### src/rtl/router_input_arbiter.sv
// Round-robin, packet-granular arbiter sharing one router input port.
// Tracks header length to find the parity byte and enforces an inter-packet gap.
module router_input_arbiter #(
   parameter int NUM_SRC    = 3,
   parameter int GAP_CYCLES = 2
) (
   input  logic                 clk,
   input  logic                 rst,
   input  logic [NUM_SRC-1:0]   src_req,
   input  logic [NUM_SRC-1:0]   src_valid,
   input  logic [8*NUM_SRC-1:0] src_data,
   output logic [NUM_SRC-1:0]   src_ready,
   input  logic [NUM_SRC-1:0]   err_clr,
   input  logic                 busy,
   output logic                 pkt_valid,
   output logic [7:0]           data_out,
   output logic [NUM_SRC-1:0]   grant,
   output logic [NUM_SRC-1:0]   proto_err,
   output logic                 pkt_done
);

   localparam int IW = (NUM_SRC > 1) ? $clog2(NUM_SRC) : 1;
   localparam int GW = (GAP_CYCLES > 1) ? $clog2(GAP_CYCLES + 1) : 1;

   typedef enum logic [2:0] {IDLE, HEADER, PAYLOAD, PARITY, GAP} state_t;

   state_t               state_q, state_d;
   logic [NUM_SRC-1:0]   grant_q, grant_d;
   logic [NUM_SRC-1:0]   mask_q, mask_d;
   logic [NUM_SRC-1:0]   proto_err_q, proto_err_d;
   logic [IW-1:0]        gidx_q, gidx_d;
   logic [IW-1:0]        ptr_q, ptr_d;
   logic [5:0]           len_q, len_d;
   logic [GW-1:0]        gap_q, gap_d;
   logic                 pkt_done_q, pkt_done_d;

   logic                 active, vld_g, acc, abort, found;
   logic [7:0]           byte_g;
   logic [NUM_SRC-1:0]   elig;
   logic [IW-1:0]        nxt_ptr, pick, cidx;
   logic [IW:0]          cand;

   assign active = (state_q == HEADER) || (state_q == PAYLOAD)
                || (state_q == PARITY);
   assign elig   = src_req & ~mask_q;
   assign acc    = active & (|grant_q) & vld_g & ~busy;
   assign abort  = active & ~busy & ~vld_g;

   assign nxt_ptr = (gidx_q == IW'(NUM_SRC - 1)) ? '0 : gidx_q + 1'b1;

   always_comb begin
      vld_g  = 1'b0;
      byte_g = 8'h00;
      for (int i = 0; i < NUM_SRC; i++) begin
         if (gidx_q == IW'(i)) begin
            vld_g  = src_valid[i];
            byte_g = src_data[i*8 +: 8];
         end
      end
   end

   // first eligible source at or after the pointer, wrapping
   always_comb begin
      found = 1'b0;
      pick  = '0;
      cand  = '0;
      cidx  = '0;
      for (int k = 0; k < NUM_SRC; k++) begin
         cand = {1'b0, ptr_q} + (IW+1)'(k);
         if (cand >= (IW+1)'(NUM_SRC))
            cand = cand - (IW+1)'(NUM_SRC);
         cidx = cand[IW-1:0];
         if (!found && elig[cidx]) begin
            found = 1'b1;
            pick  = cidx;
         end
      end
   end

   assign pkt_valid = ((state_q == HEADER) || (state_q == PAYLOAD)) & vld_g;
   assign data_out  = (active & vld_g) ? byte_g : 8'h00;
   assign src_ready = acc ? grant_q : '0;
   assign grant     = grant_q;
   assign proto_err = proto_err_q;
   assign pkt_done  = pkt_done_q;

   always_comb begin
      state_d     = state_q;
      grant_d     = grant_q;
      gidx_d      = gidx_q;
      ptr_d       = ptr_q;
      len_d       = len_q;
      gap_d       = gap_q;
      pkt_done_d  = 1'b0;
      mask_d      = mask_q & src_req;
      proto_err_d = proto_err_q & ~err_clr;

      unique case (state_q)
         IDLE: begin
            if (found) begin
               grant_d       = '0;
               grant_d[pick] = 1'b1;
               gidx_d        = pick;
               state_d       = HEADER;
            end
         end
         HEADER: begin
            if (acc) begin
               len_d   = byte_g[7:2];
               state_d = (byte_g[7:2] != 6'd0) ? PAYLOAD : PARITY;
            end
         end
         PAYLOAD: begin
            if (acc) begin
               len_d = len_q - 6'd1;
               if (len_q == 6'd1)
                  state_d = PARITY;
            end
         end
         PARITY: begin
            if (acc) begin
               pkt_done_d = 1'b1;
               ptr_d      = nxt_ptr;
               grant_d    = '0;
               gap_d      = '0;
               state_d    = GAP;
            end
         end
         GAP: begin
            if (gap_q == GW'(GAP_CYCLES - 1))
               state_d = IDLE;
            else
               gap_d = gap_q + 1'b1;
         end
         default: state_d = IDLE;
      endcase

      // a missing byte closes the packet; the router sees 0x00 as parity
      if (abort) begin
         proto_err_d[gidx_q] = 1'b1;
         mask_d[gidx_q]      = 1'b1;
         ptr_d               = nxt_ptr;
         grant_d             = '0;
         gap_d               = '0;
         state_d             = GAP;
      end
   end

   always_ff @(posedge clk) begin
      if (rst) begin
         state_q     <= IDLE;
         grant_q     <= '0;
         gidx_q      <= '0;
         ptr_q       <= '0;
         len_q       <= '0;
         gap_q       <= '0;
         mask_q      <= '0;
         proto_err_q <= '0;
         pkt_done_q  <= 1'b0;
      end else begin
         state_q     <= state_d;
         grant_q     <= grant_d;
         gidx_q      <= gidx_d;
         ptr_q       <= ptr_d;
         len_q       <= len_d;
         gap_q       <= gap_d;
         mask_q      <= mask_d;
         proto_err_q <= proto_err_d;
         pkt_done_q  <= pkt_done_d;
      end
   end

endmodule

### config.mk
export PLATFORM = sky130hd
export DESIGN_NAME = router_input_arbiter
export DESIGN_NICKNAME = d
export VERILOG_FILES = /design/src/rtl/router_input_arbiter.sv
export SDC_FILE = /design/constraint.sdc
export NUM_CORES = 1
export LEC_CHECK = 0
export BUFFER_PORTS_ARGS = -buffer_cell sky130_fd_sc_hd__buf_2
export CORE_MARGIN = 3
export CORE_UTILIZATION = 55
export DETAILED_ROUTE_END_ITERATION = 8
export PLACE_DENSITY = 0.91
export SLEW_MARGIN = 10
export SYNTH_ARGS = -nofsm -noshare
export SYNTH_HDL_FRONTEND = slang
export SYNTH_SLANG_ARGS = --single-unit
export TNS_END_PERCENT = 1
### constraint.sdc
create_clock -name clk -period 4 [get_ports clk]
set_clock_uncertainty 0.2 [all_clocks]
set_input_delay 0.2 -clock clk [delete_from_list [all_inputs] [get_ports clk]]
set_output_delay 0.2 -clock clk [all_outputs]
set_load 0.01 [all_outputs]
Word-level counts from Yosys, hierarchy flattened

Cells that the tools add are included.

Register bits after elaboration: 25
Input bits: 36
Output and inout port bits: 19
Word-level logic and storage cells: 144

$add $sub $neg: 8
Order comparisons: 10
Equal/unequal tests: 21
Mux-type cells: 52
Bitwise logic cells: 17
Reductions and logical operators: 26

Operator list:

| kind                | count |
|---|---|
| $mux 3              | 12 |
| $mux 8              | 4 |
| $mux 2              | 12 |
| $lt 2x3->1 const B  | 5 |
| $ne 3x3->1 const B  | 5 |
| $pmux 3 s5          | 1 |
| $mux 1              | 13 |
| $mux 6              | 2 |
| $ne 2x2->1 const B  | 6 |
| $pmux 6 s2          | 1 |
| $reduce_and 6->1    | 2 |
| $reduce_bool 2->1   | 5 |
| $and 3x3->3         | 3 |
| $reduce_and 3->1    | 3 |
| $and 1x1->1         | 7 |
| $bmux 1 s2          | 3 |
| $eq 3x2->1 const B  | 2 |
| $eq 6x1->1 const B  | 1 |
| $ge 3x2->1 const B  | 2 |
| $not 3->3           | 2 |
| $or 3x3->3          | 2 |
| $pmux 3 s2          | 1 |
| $reduce_bool 6->1   | 1 |
| $sub 2x2->2 const B | 3 |
| 23 further kinds    | 36 |

Depth between registers and ports, before layout

Depth in word-level cells: 17
Gate-level depth with buffers: 8
Depth with buffers taken out: 8

Worst setup path after synthesis

Ideal clock, no wire load.

Path type: register to register
Start point: reg ptr_q[0]
End point: reg gidx_q[0]
Setup time: 0.071 ns
Arrival: 1.941 ns
Data required time: 3.729 ns
Path slack: 1.788 ns
Stages on the path, launching flop included: 8
Path buffers: 0
Period minus slack after synthesis: 2.212 ns
Path through: dfxtp_1 > inv_1 > ha_1 > or3b_2 > a21oi_1 > o41ai_2 > or2_2 > a21oi_1

Cells in the longest elaborated chain, start to end: 12
Elaborated cells between the ends (all ways): 28
Classes of those cells: 5 x add/sub; 3 x order compare; 15 x mux; 5 x reduce/logical

Ends and longest elaborated chain:

| element                                              | line | RTL |
|---|---|---|
| from (decl)                                          | 32   | `logic [IW-1:0] ptr_q, ptr_d;` |
| from (signal assigned)                               | 164  | `ptr_q <= ptr_d;` |
| branches (longest 12 deep; another with $add 2x1->3) | --   |  |
| to (signal assigned)                                 | 163  | `gidx_q <= gidx_d;` |
| to (decl)                                            | 31   | `logic [IW-1:0] gidx_q, gidx_d;` |

Parallel ways; which one is timed is not known. The select of a mux whose other input is x is not followed.
A chain may end at the register's enable or synchronous reset.

Worst setup path after layout

Start point: reg gidx_q[0]
End point: out data_out[5]

Cells in the longest elaborated chain, start to end: 6
Elaborated cells between the ends (all ways): 11
Classes of those cells: 2 x eq/ne; 7 x mux; 1 x bitwise; 1 x reduce/logical

Ends and longest elaborated chain:

| element             | line | RTL |
|---|---|---|
| $logic_not 2->1     | 55   | `if (gidx_q == IW'(i)) begin` |
| $mux 1 (3 in a row) | 55   |  |
| $and 1x1->1         | 81   | `assign data_out = (active & vld_g) ? byte_g : 8'h00;` |
| $mux 8 (*)          | 81   |  |
| to (decl)           | 16   | `output logic [7:0] data_out,` |

Mark *: on every way between the ends. The rest lies on a longest branch, timed or not.

==> impl_metrics.py <==
metrics = {
    "outcome": {
        "status": "finished clean",
    },
    "synthesis": {
        "syn_area_um2": 1710,
        "synthDistinctLibCells": 44,
        "synth_edf_count": 0,
        "postSynth.asyncResetShare_pct": 0,
        "seq_area_frac_synth_pct": 29.3,
        "synthCells": 230,
        "syn_nets": 272,
        "syn_area_per_cell_um2": 7.43,
        "yosysWarningCount": 0,
        "synth_seq_cells": 25,
        "synthFlopType": "dfxtp_1",
    },
    "sta": {
        "fmax_mhz": 325,
        "period_share_pct": 76.9,
        "setup_tns_ns": 0,
        "final-hold-violation-count": 0,
        "setup_viol": 0,
        "rsz0062_at_grt": "false",
        "worst_slack_ns": 0.924,
        "drv_slew": 0,
        "slew_headroom_pct": 45.8,
        "fin_crit_ns": 3.08,
        "tightestPinTransition_ns": 0.813,
    },
    "cells_and_area": {
        "mostFrequentLayoutCells": "54 x buf_2, 33 x a21oi_1, 29 x nor2_1, 25 x dfxtp_1, 17 x nand2_1",
        "final_common_cell": "buf_2",
        "areaGrowthSynthToFinish_pct": 21.6,
        "finalNonFillerCells": 316,
        "n_antenna_cell": 0,
        "drive_above_1_share_pct": 24.2,
        "nNetsFinal": 328,
    },
    "detailed_routing": {
        "drtIter0Drc": 110,
        "ant_nets": 0,
        "drc": 0,
        "avgRoutedWirePerCell_um": 16.4,
        "vias_per_cell": 6.23,
        "vias": 1969,
        "dr.pass1.iters": 5,
        "drt_wl_total_um": 5180,
    },
    "min_path": {
        "hold_path_depth": 2,
        "hp-class": "input pin to register",
        "hp-start": "rst",
        "hold_path_end": "ptr_q[0]",
    },
    "critical_path": {
        "r2r-start": "gidx_q[0]",
        "rrSetupSlack_ns": 0.99,
        "required_ns": 3.60,
        "crit_slowest_cell": "dfxtp_1",
        "critPathMaxFanout": 13,
        "r2r-end": "len_q[5]",
        "critical_path.cell_chain": "mux2i_1 > o2bb2ai_1 > nand2_1 > nor2_1 > buf_2",
        "worstSetupEndpointType": "output pin",
        "critPathKind": "register to output pin",
        "start_kind": "register",
        "crit_arrival_ns": 2.68,
        "r2r_cells": 6,
        "cpPeakStageDelay_ns": 0.74,
    },
    "pwr": {
        "ir_worst_vdd_mv": 0.366,
        "comb_power_share_pct": 45.9,
        "clkPwrFrac_pct": 15.1,
        "p_sw_share_pct": 43.6,
        "sequentialPowerShare_pct": 39.0,
        "powerDensity_nw_per_um2": 402,
        "power_uw": 836,
        "p_sw_uw": 364,
        "p_leak_uw": 0.000870,
        "p_int_uw": 471,
    },
    "floorplanning": {
        "die_area_um2": 3810,
        "die_h_um": 61.7,
        "coreArea_um2": 2850,
        "start_util_pct": 59.9,
        "placementRows": 19,
        "pin_count": 55,
        "die_w_um": 61.7,
    },
    "clock_tree": {
        "ctsResizeCount": 0,
        "post_cts.repair.setup_buffers": 0,
        "cts_buffers": 3,
        "ctsHoldBuffers": 8,
        "htree_levels": 1,
        "cts_max_path_buffers": 2,
        "path_clk_slew_ns": 0.16,
        "cts-root-buf": "clkbuf_4",
        "insertion_delay_ns": 0.35,
        "cts_sinks": 25,
        "tritoncts": "done",
    },
    "place": {
        "place_congestion": 0.866,
        "hpwl_um": 3510,
        "placed_cells": 304,
        "pre_cts_slack_ns": 1.12,
        "portBuffers": 54,
    },
    "run": {
        "maxCapViolCount": 0,
    },
    "global_routing": {
        "grt_start_max_net_pins": 21,
        "grt_pass1_vias": 1908,
        "grt_first_pass_wirelength_um": 8670,
        "track_usage_pct": 30.5,
        "overflow": 0,
        "antenna_found_initial": 0,
    },
}
==> per-layer routing <==
layer	vias up	part of all wire (%)	track usage [%]
li1	927	-	-
met2	125	46	45.4
met4	0	4.4	17.0
met5	-	0	0
met1	890	40	39.4
met3	27	9.7	8.88
==> state kept, by name, indices dropped and copies added, names as in the netlist <==
name	cells
proto_err	3
grant	3
gap_q	2
pkt_done	1
gidx_q	2
mask_q	3
ptr_q	2
state_q	3
len_q	6
==> Yosys cell counts, types with 5 or more instances <==
library cell | n | share of area (%)
a21oi_1 | 33 | 9.7
and3_1 | 7 | 2.6
clkbuf_1 | 5 | 1.1
dfxtp_1 | 25 | 29
ha_1 | 6 | 4.4
inv_1 | 9 | 2.0
mux2i_1 | 11 | 6.4
nand2_1 | 17 | 3.7
nand2b_1 | 6 | 2.2
nand3_1 | 6 | 1.8
nand3b_1 | 9 | 4.0
nor2_1 | 29 | 6.4
nor3_1 | 10 | 2.9
o21ai_0 | 10 | 2.9
==> through the flow <==
stage | util [%] | hold WS (ns) | cell area [µm²]
finish | 72.8 | 0.0224 | 2080
global route | 72.8 | 0.0354 | 2080
CTS | 72.8 | 0.0412 | 2080
detailed placement | 68.9 | 0.265 | 1970
global placement | 68.9 | 0.253 | 1970
floorplan | - | 0.140 | 1710
==> power groups by stage <==
| stage | combinational, µW | clock [µW] | sequential (µW) |
|---|---|---|---|
| global route | 429 | 135 | 332 |
| floorplan | 285 | 0 | 302 |
| detailed placement | 360 | 0 | 328 |
| CTS | 370 | 121 | 322 |
| finish | 384 | 126 | 326 |
| global placement | 353 | 0 | 326 |
==> cell families after synthesis <==
kind of cell / share of synthesized area [%]
AOI/OAI and AO/OA: 18.5
xor gates and xnor gates: 1.03
adders and majority gates: 4.40
buffers and inverters: 5.35
DFF: 29.3
muxes: 6.45
and+or+nand+nor: 35.0
==> critical path: cells and delay by family (launching register included) <==
kind	cells	cell delay, ns
flip-flops	1	0.74
AO/OA/AOI/OAI	1	0.68
AND/OR/NAND/NOR	2	0.59
multiplexers	1	0.16
buffers and inverters	1	0.15
==> layout make-up <==
cell class                 instances  area, µm²
tap                               31       38.8
fill                             240        776
inverter                           9       33.8
sequential                        25        500
clock buffer                       3       22.5
clock inverter                     1       7.51
timing repair buffer              63        358
multi-input combinational        184       1120
==> worst max path at each step <==
stage          startpoint           to  slack (ns)
2_1_floorplan    ptr_q[0]    gidx_q[0]        1.79
3_3_place_gp    gidx_q[0]     len_q[5]        1.29
3_5_place_dp    gidx_q[0]     len_q[5]        1.12
4_1_cts         gidx_q[0]  data_out[5]        1.01
5_1_grt         gidx_q[0]     len_q[5]        0.57
6_report        gidx_q[0]  data_out[5]        0.92
No activity file was read; power rests on OpenSTA's default activity.
